File: src/rtl/lsu_dccm_req_arb_pkg.sv
// Shared LSU definitions: access size codes, the DC1 arbiter state and the
// DC1 address-check packet layout.
package lsu_dccm_req_arb_pkg;

  localparam logic [1:0] SZ_BYTE  = 2'b00;
  localparam logic [1:0] SZ_HALF  = 2'b01;
  localparam logic [1:0] SZ_WORD  = 2'b10;
  localparam logic [1:0] SZ_DWORD = 2'b11;

  typedef enum logic [1:0] {
    CORE_PRI  = 2'd0,
    DMA_FORCE = 2'd1,
    DMA_BEAT2 = 2'd2
  } arb_state_t;

  typedef struct packed {
    logic        valid;
    logic        dma;
    logic        store;
    logic        by;
    logic        half;
    logic        word;
    logic [31:0] start_addr;
    logic [31:0] end_addr;
  } lsu_pkt_t;

endpackage

File: src/rtl/lsu_dccm_req_arb_pkt_build.sv
// Size one-hot decode and inclusive end address for one DC1 request.
module lsu_pkt_build
  import lsu_dccm_req_arb_pkg::*;
(
  input  logic [31:0] addr,
  input  logic [1:0]  sz,
  output logic        by,
  output logic        half,
  output logic        word,
  output logic [31:0] end_addr
);

  logic [31:0] offset;

  always_comb begin
    by   = (sz == SZ_BYTE);
    half = (sz == SZ_HALF);
    // Dwords never reach here split-free; treat the code as a word if it does.
    word = (sz == SZ_WORD) || (sz == SZ_DWORD);
    case (sz)
      SZ_BYTE: offset = 32'd0;
      SZ_HALF: offset = 32'd1;
      default: offset = 32'd3;
    endcase
    end_addr = addr + offset;
  end

endmodule

File: src/rtl/lsu_dccm_req_arb.sv
// Core/DMA arbiter for the single DC1 access slot: builds the DC1 packet,
// splits DMA dwords into two word beats and forces DMA priority on starvation.
module lsu_dccm_req_arb
  import lsu_dccm_req_arb_pkg::*;
#(
  parameter int DMA_STALL_THRESH = 8,
  parameter int CNT_W            = 8
) (
  input  logic             clk,
  input  logic             rst_l,
  input  logic             freeze,
  input  logic             core_req,
  input  logic [31:0]      core_addr,
  input  logic [1:0]       core_sz,
  input  logic             core_wr,
  output logic             core_gnt,
  output logic             core_stall,
  input  logic             dma_req,
  input  logic [31:0]      dma_addr,
  input  logic [1:0]       dma_sz,
  input  logic             dma_wr,
  output logic             dma_ready,
  output logic             pkt_valid_dc1,
  output logic             pkt_dma_dc1,
  output logic             pkt_store_dc1,
  output logic             pkt_by_dc1,
  output logic             pkt_half_dc1,
  output logic             pkt_word_dc1,
  output logic [31:0]      start_addr_dc1,
  output logic [31:0]      end_addr_dc1,
  output arb_state_t       arb_state,
  output logic [CNT_W-1:0] stall_cnt
);

  localparam logic [CNT_W-1:0] THRESH_M1 = CNT_W'(DMA_STALL_THRESH - 1);

  arb_state_t       state_nxt;
  logic [CNT_W-1:0] cnt_nxt;
  logic [31:0]      beat2_addr;
  logic             run, dma_gnt, beat1, dma_dword;
  logic [31:0]      req_addr;
  logic [1:0]       req_sz;
  logic             req_wr, req_dma;
  logic             b_by, b_half, b_word;
  logic [31:0]      b_end;
  lsu_pkt_t         pkt;

  assign run       = rst_l & ~freeze;
  assign dma_dword = (dma_sz == SZ_DWORD);

  always_comb begin
    state_nxt = arb_state;
    cnt_nxt   = stall_cnt;
    core_gnt  = 1'b0;
    dma_gnt   = 1'b0;
    dma_ready = 1'b0;
    beat1     = 1'b0;
    req_dma   = 1'b0;
    req_addr  = core_addr;
    req_sz    = core_sz;
    req_wr    = core_wr;
    case (arb_state)
      CORE_PRI: begin
        if (core_req) begin
          core_gnt = 1'b1;
        end else if (dma_req) begin
          dma_gnt   = 1'b1;
          dma_ready = ~dma_dword;
          beat1     = dma_dword;
          if (dma_dword) state_nxt = DMA_BEAT2;
        end
        // Only a DMA request that loses to the core counts toward starvation.
        if (dma_req && core_req) begin
          if (stall_cnt == THRESH_M1) begin
            cnt_nxt   = '0;
            state_nxt = DMA_FORCE;
          end else begin
            cnt_nxt = stall_cnt + 1'b1;
          end
        end else begin
          cnt_nxt = '0;
        end
      end
      DMA_FORCE: begin
        cnt_nxt   = '0;
        state_nxt = CORE_PRI;
        if (dma_req) begin
          dma_gnt   = 1'b1;
          dma_ready = ~dma_dword;
          beat1     = dma_dword;
          if (dma_dword) state_nxt = DMA_BEAT2;
        end
      end
      DMA_BEAT2: begin
        cnt_nxt   = '0;
        state_nxt = CORE_PRI;
        dma_gnt   = 1'b1;
        dma_ready = 1'b1;
      end
      default: begin
        cnt_nxt   = '0;
        state_nxt = CORE_PRI;
      end
    endcase
    if (dma_gnt) begin
      req_dma  = 1'b1;
      req_wr   = dma_wr;
      req_addr = (arb_state == DMA_BEAT2) ? beat2_addr : dma_addr;
      req_sz   = (dma_dword || arb_state == DMA_BEAT2) ? SZ_WORD : dma_sz;
    end
    if (!run) begin
      core_gnt  = 1'b0;
      dma_gnt   = 1'b0;
      dma_ready = 1'b0;
      beat1     = 1'b0;
    end
  end

  assign core_stall = rst_l & (arb_state != CORE_PRI);

  lsu_pkt_build u_pkt_build (
    .addr     (req_addr),
    .sz       (req_sz),
    .by       (b_by),
    .half     (b_half),
    .word     (b_word),
    .end_addr (b_end)
  );

  always_ff @(posedge clk) begin
    if (!rst_l) begin
      arb_state  <= CORE_PRI;
      stall_cnt  <= '0;
      beat2_addr <= '0;
      pkt        <= '0;
    end else if (!freeze) begin
      arb_state <= state_nxt;
      stall_cnt <= cnt_nxt;
      if (beat1) beat2_addr <= dma_addr + 32'd4;
      pkt.valid <= core_gnt | dma_gnt;
      if (core_gnt | dma_gnt) begin
        pkt.dma        <= req_dma;
        pkt.store      <= req_wr;
        pkt.by         <= b_by;
        pkt.half       <= b_half;
        pkt.word       <= b_word;
        pkt.start_addr <= req_addr;
        pkt.end_addr   <= b_end;
      end
    end
  end

  assign pkt_valid_dc1  = pkt.valid;
  assign pkt_dma_dc1    = pkt.dma;
  assign pkt_store_dc1  = pkt.store;
  assign pkt_by_dc1     = pkt.by;
  assign pkt_half_dc1   = pkt.half;
  assign pkt_word_dc1   = pkt.word;
  assign start_addr_dc1 = pkt.start_addr;
  assign end_addr_dc1   = pkt.end_addr;

endmodule
File: config.mk
export PLATFORM = sky130hd
export DESIGN_NAME = lsu_dccm_req_arb
export DESIGN_NICKNAME = d
export VERILOG_FILES = /design/src/rtl/lsu_dccm_req_arb_pkg.sv /design/src/rtl/lsu_dccm_req_arb_pkt_build.sv /design/src/rtl/lsu_dccm_req_arb.sv
export SDC_FILE = /design/constraint.sdc
export NUM_CORES = 1
export LEC_CHECK = 0
export CORE_ASPECT_RATIO = 0.5
export CORE_UTILIZATION = 37
export CTS_CLUSTER_DIAMETER = 100
export DETAILED_ROUTE_END_ITERATION = 7
export GPL_TIMING_DRIVEN = 0
export PLACE_DENSITY = 0.65
export SYNTH_ARGS = -nofsm -noshare
export SYNTH_HDL_FRONTEND = slang
export SYNTH_SLANG_ARGS = --single-unit
export TNS_END_PERCENT = 20
File: constraint.sdc
create_clock -name clk -period 3.5 [get_ports clk]
set_input_delay 0.35 -clock clk [delete_from_list [all_inputs] [get_ports clk]]
set_output_delay 0.35 -clock clk [all_outputs]
set_load 0.02 [all_outputs]
==> impl_metrics.yaml <==
routing:
  antenna_left: 0
  drt_iter0_drc: 608
  vias_per_cell: 5.55
  wl_um: 23500
  num_vias: 6834
  wl_per_cell_um: 19.1
  drc: 0
  dr.pass1.iters: 8
clock_network:
  clock_sinks: 112
  clk_pin_slew_ns: 0.08
  cts_made_buffers: 9
  insertion_delay_ns: 0.35
  clockBufferDepth: 2
  cts_tree: "built"
  hold_buffers: 0
  cts_root_buffer: "clkbuf_16"
  cts_max_level: 3
sta:
  setup_ws_ns: 0.169
  clock.fmax_ghz: 0.300
  tns_ns: 0
  fin_skew_ns: 0.0139
  setup_viol: 0
  hold_violations: 0
  period_share: 0.952
  holdWs_ns: 0.401
  tightest_slew_ns: 0.989
  rsz0062_at_grt: "false"
  min_period_ns: 3.33
  slew-limit-headroom: 0.341
  slew_viol_final: 0
outcome:
  outcome: "complete, no violations"
min_path:
  min_path_type: "input port to register"
final_layout:
  n_antenna_cell: 0
  nets: 1079
  fin_util: 0.518
  drive_gt1_frac: 0.0637
  area_growth_pct: 35.8
  fin_cells: 1231
synthesis:
  syn-instance-count: 833
  yosysSeqAreaShare: 0.357
  netlist_top_cells_count: "nand2_1, dfxtp_1, nor2_1"
  synth_area_um2: 6290
  synth_ff_type: "dfxtp_1"
  synth_cell_type_count: 68
  async_flop_share: 0
  synthTopCellsByArea: "dfxtp_1, nand2_1, o21ai_0, nor2_1, nand3_1"
  yosysMostFrequentCell: "nand2_1"
  ys_warn_count: 0
  syn_nets: 913
  synth_top_area_share: 0.357
  ys_ff_latch: 112
  synth_area_leader_cell: "dfxtp_1"
  synth_edf_count: 0
  avgSynthCellArea_um2: 7.55
critical_path:
  path_class: "register to register"
  end_kind: "register"
  crit_path_max_fanout: 10
  critPathArrivalTime_ns: 3.57
  required_ns: 3.74
  cp-start-kind: "register"
die:
  dieArea_um2: 17600
  die_y_um: 94.2
  io_pins: 158
  core_area_um2: 16500
  die_w_um: 186
  initial_utilization: 0.382
  rows: 33
placed_design:
  io_buffers: 155
  dp_hpwl_um: 18400
  pre_cts_slack_ns: -1.45
  dp.cells: 1215
  place_congestion: 0.910
grt:
  grt_remaining_overflow: 0
  grt_usage: 0.268
  antenna_found_initial: 0
  first_global_vias: 6353
  grt_max_degree: 22
  grt_pass1_wl_um: 36200
pwr:
  peakVddDrop_mv: 0.236
  power_leakage_nw: 2.96
  power_density_nw_per_um2: 367
job:
  maxCapViolations: 0
critical path: stages, from the launching register on:
cell	delay (ns)
dfxtp_1	0.36
buf_6	0.16
nand2b_1	0.13
buf_6	0.15
nor2_4	0.05
clkbuf_4	0.19
nand2_1	0.09
o211ai_1	0.20
ha_1	0.36
a21oi_1	0.12
or4_1	0.41
buf_4	0.19
nor4_4	0.22
buf_6	0.17
nor2_2	0.03
or3_1	0.37
layout make-up:
type / instances / area, µm²
well taps: 227 / 284
inverters: 14 / 52.6
repair buffers: 160 / 1590
plain buffers: 50 / 253
clock buffers: 9 / 225
multi-input cells: 652 / 3820
fillers: 1602 / 7940
clock inverters: 7 / 71.3
flip-flops and latches: 112 / 2240
report_power, final:
group          switching, W  leakage [nW]  internal (W)
clock              0.000541         0.142      0.000504
sequential        0.0000376         0.914       0.00133
combinational      0.000418          1.90      0.000301
total              0.000997          2.96       0.00214
kinds of logic after synthesis:
kind of cell	Yosys count	synth area share
buffers and inverters	69	0.0497
xor gates and xnor gates	52	0.0724
AOI/OAI and AO/OA	191	0.183
DFF	112	0.357
and+or+nand+nor	381	0.288
adders and majority gates	5	0.0111
muxes	23	0.0388
worst paths after layout:
path                                          from            endpoint  slack, ns  cells after the start
worst max register to register        arb_state[1]    end_addr_dc1[25]       0.17                     15
worst max-delay path                  arb_state[1]    end_addr_dc1[25]       0.17                     15
worst min register to register  start_addr_dc1[17]  start_addr_dc1[17]       0.46                      2
worst min-delay path                       dma_req         pkt_dma_dc1       0.40                      3
state kept, by name, indices dropped and copies added, names as in the netlist:
name and flops:
pkt_store_dc1 1, arb_state 2, stall_cnt 8, pkt_dma_dc1 1, pkt_word_dc1 1, beat2_addr 32
end_addr_dc1 32, start_addr_dc1 32, pkt_valid_dc1 1, pkt_by_dc1 1, pkt_half_dc1 1
stage by stage:
stage / total power (W) / cell area (µm²)
6_report: 0.00314 / 8540
5_1_grt: 0.00325 / 8540
4_1_cts: 0.00313 / 8510
3_5_place_dp: 0.00209 / 8140
3_3_place_gp: 0.00209 / 8140
2_1_floorplan: 0.00175 / 6300
routing by layer:
metal / up-vias / track usage / part of all wire
met2: 302 / 0.397 / 0.41
met4: 0 / 0.0475 / 0.011
met1: 3256 / 0.391 / 0.49
met3: 32 / 0.0639 / 0.090
met5: - / 0 / 0
li1: 3244 / - / -
repair_timing:
| item | in CTS | in global routing |
|---|---|---|
| buffers inserted | 5 | 0 |
| endpoints found under the setup margin | 28 | 16 |
| pin swaps | 4 | 1 |
| gates resized for setup | 13 | 7 |
cell usage in the layout (no fill, tap or decap), drive strengths merged, types with 22 or more instances in the layout:
master         synthesis  final
xnor2                 31     31
clkbuf                33     37
nand3                 56     56
nor2                  81     81
mux2i                 22     22
nand2                145    145
buf                   22     27
clkdlybuf4s50          0    154
a31oi                 22     22
dfxtp                112    112
o21ai                 69     69
a21oi                 54     54
(Power assumes the default switching activity.)
